`src/rtl/ctrl_pipe_if.sv`:
```
// Signal bundle between the decode stage and the post-decode control pipeline.
// The decode side drives the bundle and controls; the pipe returns per-stage state.
interface ctrl_pipe_if #(
  parameter int DEPTH = 3,
  parameter int WIDTH = 16
);
  localparam int OCC_W = $clog2(DEPTH + 1);

  // id_valid qualifies id_ctrl for the cycle it is high; there is no back-pressure,
  // so a valid bundle is taken at the edge unless stall, bubble or flush[0] say otherwise.
  logic [WIDTH-1:0]       id_ctrl;
  logic                   id_valid;
  logic                   bubble;
  logic                   stall;
  logic [DEPTH-1:0]       flush;
  logic [DEPTH*WIDTH-1:0] stage_ctrl;
  logic [DEPTH-1:0]       stage_valid;
  logic [OCC_W-1:0]       occupancy;

  modport master (
    output id_ctrl, id_valid, bubble, stall, flush,
    input  stage_ctrl, stage_valid, occupancy
  );

  modport slave (
    input  id_ctrl, id_valid, bubble, stall, flush,
    output stage_ctrl, stage_valid, occupancy
  );
endinterface

```
`src/rtl/ctrl_pipe.sv`:
```
// Post-decode control pipeline: carries a control bundle through DEPTH stages with
// bubble/stall/flush handling, plus retire and stall statistics.
module ctrl_pipe #(
  parameter int               DEPTH     = 3,
  parameter int               WIDTH     = 16,
  parameter logic [WIDTH-1:0] NOP_VALUE = '0
) (
  input  logic        clk,
  input  logic        R,
  ctrl_pipe_if.slave  pif,
  output logic [15:0] retired_count,
  output logic [7:0]  stall_count
);
  localparam int OCC_W = $clog2(DEPTH + 1);

  generate
    if (DEPTH < 2 || DEPTH > 8) begin : g_bad_depth
      $error("ctrl_pipe: DEPTH must be in 2..8");
    end
  endgenerate

  logic [DEPTH-1:0][WIDTH-1:0] ctrl_q, ctrl_d;
  logic [DEPTH-1:0]            valid_q, valid_d;
  logic [OCC_W-1:0]            occ;

  always_comb begin
    ctrl_d  = ctrl_q;
    valid_d = valid_q;

    // Stage 0: kill > hold > bubble/empty > load.
    if (pif.flush[0]) begin
      ctrl_d[0]  = NOP_VALUE;
      valid_d[0] = 1'b0;
    end else if (pif.stall) begin
      ctrl_d[0]  = ctrl_q[0];
      valid_d[0] = valid_q[0];
    end else if (pif.bubble || !pif.id_valid) begin
      ctrl_d[0]  = NOP_VALUE;
      valid_d[0] = 1'b0;
    end else begin
      ctrl_d[0]  = pif.id_ctrl;
      valid_d[0] = 1'b1;
    end

    // Stage 1 receives the load-use bubble while stage 0 is held.
    if (pif.flush[1] || pif.stall) begin
      ctrl_d[1]  = NOP_VALUE;
      valid_d[1] = 1'b0;
    end else begin
      ctrl_d[1]  = ctrl_q[0];
      valid_d[1] = valid_q[0];
    end

    for (int k = 2; k < DEPTH; k++) begin
      if (pif.flush[k]) begin
        ctrl_d[k]  = NOP_VALUE;
        valid_d[k] = 1'b0;
      end else begin
        ctrl_d[k]  = ctrl_q[k-1];
        valid_d[k] = valid_q[k-1];
      end
    end
  end

  always_ff @(posedge clk or negedge R) begin
    if (!R) begin
      ctrl_q  <= {DEPTH{NOP_VALUE}};
      valid_q <= '0;
    end else begin
      ctrl_q  <= ctrl_d;
      valid_q <= valid_d;
    end
  end

  always_ff @(posedge clk or negedge R) begin
    if (!R) begin
      retired_count <= '0;
      stall_count   <= '0;
    end else begin
      if (valid_q[DEPTH-1] && !pif.flush[DEPTH-1]) retired_count <= retired_count + 16'd1;
      if (pif.stall && stall_count != 8'hFF)        stall_count   <= stall_count + 8'd1;
    end
  end

  always_comb begin
    occ = '0;
    for (int k = 0; k < DEPTH; k++) occ = occ + OCC_W'(valid_q[k]);
  end

  assign pif.stage_ctrl  = ctrl_q;
  assign pif.stage_valid = valid_q;
  assign pif.occupancy   = occ;
endmodule

```
`src/flat_wrapper.sv`:
```
// flat-port wrapper written by rule: the top's interface ports become plain ports
module ctrl_pipe_flat 
#(
  parameter int               DEPTH     = 3,
  parameter int               WIDTH     = 16,
  parameter logic [WIDTH-1:0] NOP_VALUE = '0
)
  (clk, R, retired_count, stall_count, pif_id_ctrl, pif_id_valid, pif_bubble, pif_stall, pif_flush, pif_stage_ctrl, pif_stage_valid, pif_occupancy);
  ctrl_pipe_if #(.DEPTH(DEPTH), .WIDTH(WIDTH)) pif_i ();
  input  logic clk;
  input  logic R;
  output logic [15:0] retired_count;
  output logic [7:0] stall_count;
  input wire logic [$bits(pif_i.id_ctrl)-1:0] pif_id_ctrl;
  input wire logic [$bits(pif_i.id_valid)-1:0] pif_id_valid;
  input wire logic [$bits(pif_i.bubble)-1:0] pif_bubble;
  input wire logic [$bits(pif_i.stall)-1:0] pif_stall;
  input wire logic [$bits(pif_i.flush)-1:0] pif_flush;
  output wire logic [$bits(pif_i.stage_ctrl)-1:0] pif_stage_ctrl;
  output wire logic [$bits(pif_i.stage_valid)-1:0] pif_stage_valid;
  output wire logic [$bits(pif_i.occupancy)-1:0] pif_occupancy;
  assign pif_i.id_ctrl = pif_id_ctrl;
  assign pif_i.id_valid = pif_id_valid;
  assign pif_i.bubble = pif_bubble;
  assign pif_i.stall = pif_stall;
  assign pif_i.flush = pif_flush;
  assign pif_stage_ctrl = pif_i.stage_ctrl;
  assign pif_stage_valid = pif_i.stage_valid;
  assign pif_occupancy = pif_i.occupancy;
  ctrl_pipe #(.DEPTH(DEPTH), .WIDTH(WIDTH), .NOP_VALUE(NOP_VALUE)) u_core (.clk(clk), .R(R), .pif(pif_i), .retired_count(retired_count), .stall_count(stall_count));
endmodule
```
`config.mk`:
```
export PLATFORM = sky130hd
export DESIGN_NAME = ctrl_pipe_flat
export DESIGN_NICKNAME = d
export VERILOG_FILES = /design/src/rtl/ctrl_pipe_if.sv /design/src/rtl/ctrl_pipe.sv /design/src/flat_wrapper.sv
export SDC_FILE = /design/constraint.sdc
export NUM_CORES = 1
export LEC_CHECK = 0
export CAP_MARGIN = 20
export CORE_UTILIZATION = 42
export DETAILED_ROUTE_END_ITERATION = 16
export PLACE_DENSITY = 0.75
export RECOVER_POWER = 50
export SLEW_MARGIN = 20
export SYNTH_ARGS = -nofsm -noshare
export SYNTH_HDL_FRONTEND = slang
export SYNTH_SLANG_ARGS = --single-unit
```
`constraint.sdc`:
```
create_clock -name clk -period 1.8 [get_ports clk]
set_input_delay 0.36 -clock clk [delete_from_list [all_inputs] [get_ports clk]]
set_output_delay 0.36 -clock clk [all_outputs]
set_load 0.02 [all_outputs]
```
==> results.txt <==
Total design power -> 3.684 mW
Critical path launch point type -> register
Highest achievable clock rate -> 564.2 MHz
Overall routing resource usage -> 0.1799
Worst-margin pin slew -> 0.8099 ns
Starting utilization of the core area -> 0.4413
Count of maximum capacitance violations -> 0
Net count after synthesis -> 229
Pin count of the biggest net entering global routing -> 29
Start-to-end type of the worst setup path -> register to output pin
Number of cells in the design after placement -> 380
Routed length per instance -> 14.69 um
Max FO, Critical Path -> 2
Fillcell total -> 522
Minimum period implied by the final worst setup slack -> 1.773 ns
Status -> finished, violations left
Area added between synthesis and finish -> 44.11%
Post-route non-filler standard cell count -> 396
Worst slew margin relative to its limit -> 0.4581
Sort of element at the end of the critical path -> output pin
GRT Residual Overflow -> 0
Port-buffer cells -> 100
RSZ-0062 raised after global routing -> yes
TritonCTS clock tree -> built
Maximum vdd drop -> 690.1 uV
Number of top-level pins -> 101
Slowest Stage Delay on Critical Path -> 0.54 ns
Area after detailed placement -> 0.003974 mm^2
Library cell with the highest instance count after synthesis -> sky130_fd_sc_hd__dfrtp_1
Fin util -> 0.6359
Average instance area after synthesis -> 14.03 um^2
Fraction of final layout cells with drive strength greater than 1 -> 0.1066
Post-route standard cell area excluding fillers -> 0.004084 mm^2
Clock latency on the worst-skew pair -> 0.33 ns
Post-synthesis sequential area ratio -> 0.6623
Setup Viol. Count Final -> 0
Share of synthesized flip-flops with an asynchronous set or reset -> 1.000
Vias in the first global route -> 1923
Area taken by multi-input logic gates -> 902.1 um^2
Initial drt markers -> 115
Antenna diodes -> 0
Type of the worst min-delay path -> register to register
Areal power density over the cells -> 902.0 mW/mm^2
Clock buffer count from CTS -> 9
Main flop type after synthesis -> sky130_fd_sc_hd__dfrtp_1
Nets -> 342
Number of search-and-repair iterations in the first detailed-routing pass -> 10
Final ANT Viol Nets -> 0
Leakage -> 1.940 nW
Wire length of the first global-routing pass -> 9701 um
Distinct cell type count of the synthesized netlist -> 33
Post-Syn Instances -> 202
Leading post-synthesis cells by cell area -> sky130_fd_sc_hd__dfrtp_1, sky130_fd_sc_hd__a22o_1, sky130_fd_sc_hd__xnor2_1
Combined buffer and inverter count along the critical path -> 1
Top post-synthesis cells by count -> sky130_fd_sc_hd__dfrtp_1, sky130_fd_sc_hd__nor2b_1, sky130_fd_sc_hd__and2_1
Root buf cell -> sky130_fd_sc_hd__clkbuf_8
Clock Sink Count -> 75
Number of buffers on the longest clock path -> 2
Critical Path Slowest Stage Cell -> sky130_fd_sc_hd__fa_1
Die outline width -> 84.15 um
Synth warn -> 0
Count of flip-flops with a built-in enable after synthesis -> 0
Area enclosed by the die boundary -> 0.007080 mm^2
Final hold violation count -> 0
Top-area cell type share of the netlist area -> 0.6623
Vias after detailed routing -> 1892
Clock slew seen by the registers of the worst setup and hold paths -> 0.07 ns
Total of flip-flops plus latches after synthesis -> 75
Core Footprint -> 0.006422 mm^2
Via/cell ratio -> 4.778
Count of final max-slew check failures -> 0
Final worst-path cycle share -> 0.9847
Mapped Area -> 0.002834 mm^2
Setup clock skew after layout -> 0.005816 ns
Wirelength, routed -> 5817 um
Storage cell area -> 0.001877 mm^2
Cell Chain, Critical Path -> fa_1 > buf_4
Site row count -> 29
Post-detail-place hpwl -> 4376 um
Antenna violations before repair -> 0
Worst slack on hold paths -> 0.4738 ns
Number of design rule violations left after detail routing -> 18
Endpoint arrival time on the critical path -> 1.41 ns
Kind of cell adding the most delay to the critical path -> adder cells
Vertical die dimension -> 84.15 um
Biggest area consumer among synthesized cells -> sky130_fd_sc_hd__dfrtp_1
Required time at the endpoint of the critical path -> 1.44 ns
Clock H-tree levels -> 3
Failing checks -> design-rule violations
Last weighted congestion value of the routability-driven placer -> 0.8160
==> cell usage in the layout (no fill, tap or decap), types with 2 or more instances in the layout <==
cell type and instances:
sky130_fd_sc_hd__xor2_1 5, sky130_fd_sc_hd__clkbuf_2 3, sky130_fd_sc_hd__dfrtp_1 75, sky130_fd_sc_hd__clkinv_2 2
sky130_fd_sc_hd__clkdlybuf4s50_1 84, sky130_fd_sc_hd__and2_1 17, sky130_fd_sc_hd__clkbuf_8 12, sky130_fd_sc_hd__and4_1 3
sky130_fd_sc_hd__a22o_1 16, sky130_fd_sc_hd__nand2_1 10, sky130_fd_sc_hd__nand3_1 6, sky130_fd_sc_hd__clkbuf_1 6
sky130_fd_sc_hd__nor2b_1 17, sky130_fd_sc_hd__ha_1 2, sky130_fd_sc_hd__a21oi_1 3, sky130_fd_sc_hd__xnor2_1 14
sky130_fd_sc_hd__dlygate4sd2_1 6, sky130_fd_sc_hd__nand4_1 4, sky130_fd_sc_hd__buf_4 5, sky130_fd_sc_hd__dlygate4sd3_1 2
sky130_fd_sc_hd__nor2_1 6
==> path summary, 6_finish.rpt <==
kind                                           start                         to  slack, ns  cells after the start
max reg2reg                  u_core.retired_count[0]   u_core.retired_count[10]       0.29                      5
max                        u_core.pif.stage_valid[0]           pif_occupancy[0]       0.03                      2
min reg2reg                 u_core.retired_count[15]   u_core.retired_count[15]       0.47                      1
max in group asynchronous                          R  u_core.pif.stage_ctrl[46]       0.31                      3
min                         u_core.retired_count[15]   u_core.retired_count[15]       0.47                      1
min in group asynchronous                          R   u_core.retired_count[12]       0.61                      2
==> registers in the layout, summed over array words and instances, names as in the netlist <==
name and cells:
u_core.pif.stage_valid 3, u_core.pif.stage_ctrl 48, u_core.stall_count 8, u_core.retired_count 16
==> cell type report <==
class                      instances  share of cell area
sequential                        75              0.4596
clock inverter                     2            0.002451
timing repair buffer             109              0.2521
multi-input combinational        120              0.2209
tap                               77             0.02359
clock buffer                      13             0.04136
==> where the power goes <==
| group | internal (mW) | leakage (nW) | total [mW] | switching (mW) |
|---|---|---|---|---|
| clock network | 0.603 | 0.0953 | 1.15 | 0.551 |
| registers | 1.79 | 1.03 | 1.92 | 0.133 |
| logic | 0.286 | 0.818 | 0.606 | 0.319 |
| total | 2.68 | 1.94 | 3.68 | 1.00 |
==> kinds of logic (layout without fill, tap and decap cells) <==
logic type / count (synthesis) / in the layout / share of synthesized area
DFF: 75 / 75 / 0.6623
muxes: 3 / 3 / 0.01324
and+or+nand+nor: 75 / 75 / 0.1784
xor gates and xnor gates: 19 / 19 / 0.05872
buffers and inverters: 7 / 124 / 0.01413
adders and majority gates: 3 / 3 / 0.01589
AOI/OAI and AO/OA: 20 / 20 / 0.05739
==> what timing repair did <==
action	4_1_cts	5_1_grt
gates resized for setup	15	6
pin swaps	0	0
endpoints found under the setup margin	8	7
endpoints found under the hold margin	25	0
hold buffers	1	0
buffers inserted	0	0
==> layer usage <==
layer | vias to the layer above | routed length (um) | global-route usage
met5 | - | 0 | 0
met4 | 0 | 76 | 0.06426
met3 | 9 | 435 | 0.06096
met2 | 62 | 2834 | 0.2854
met1 | 912 | 2470 | 0.2321
li1 | 909 | - | -
==> stage by stage <==
step	setup TNS [ns]	setup WS (ns)
2_1_floorplan	0	0.2880
3_3_place_gp	-6.401	-0.2887
3_5_place_dp	-7.123	-0.3211
4_1_cts	-0.001455	-0.001455
5_1_grt	-0.02105	-0.02105
6_report	0	0.02750
(Power assumes the default switching activity.)
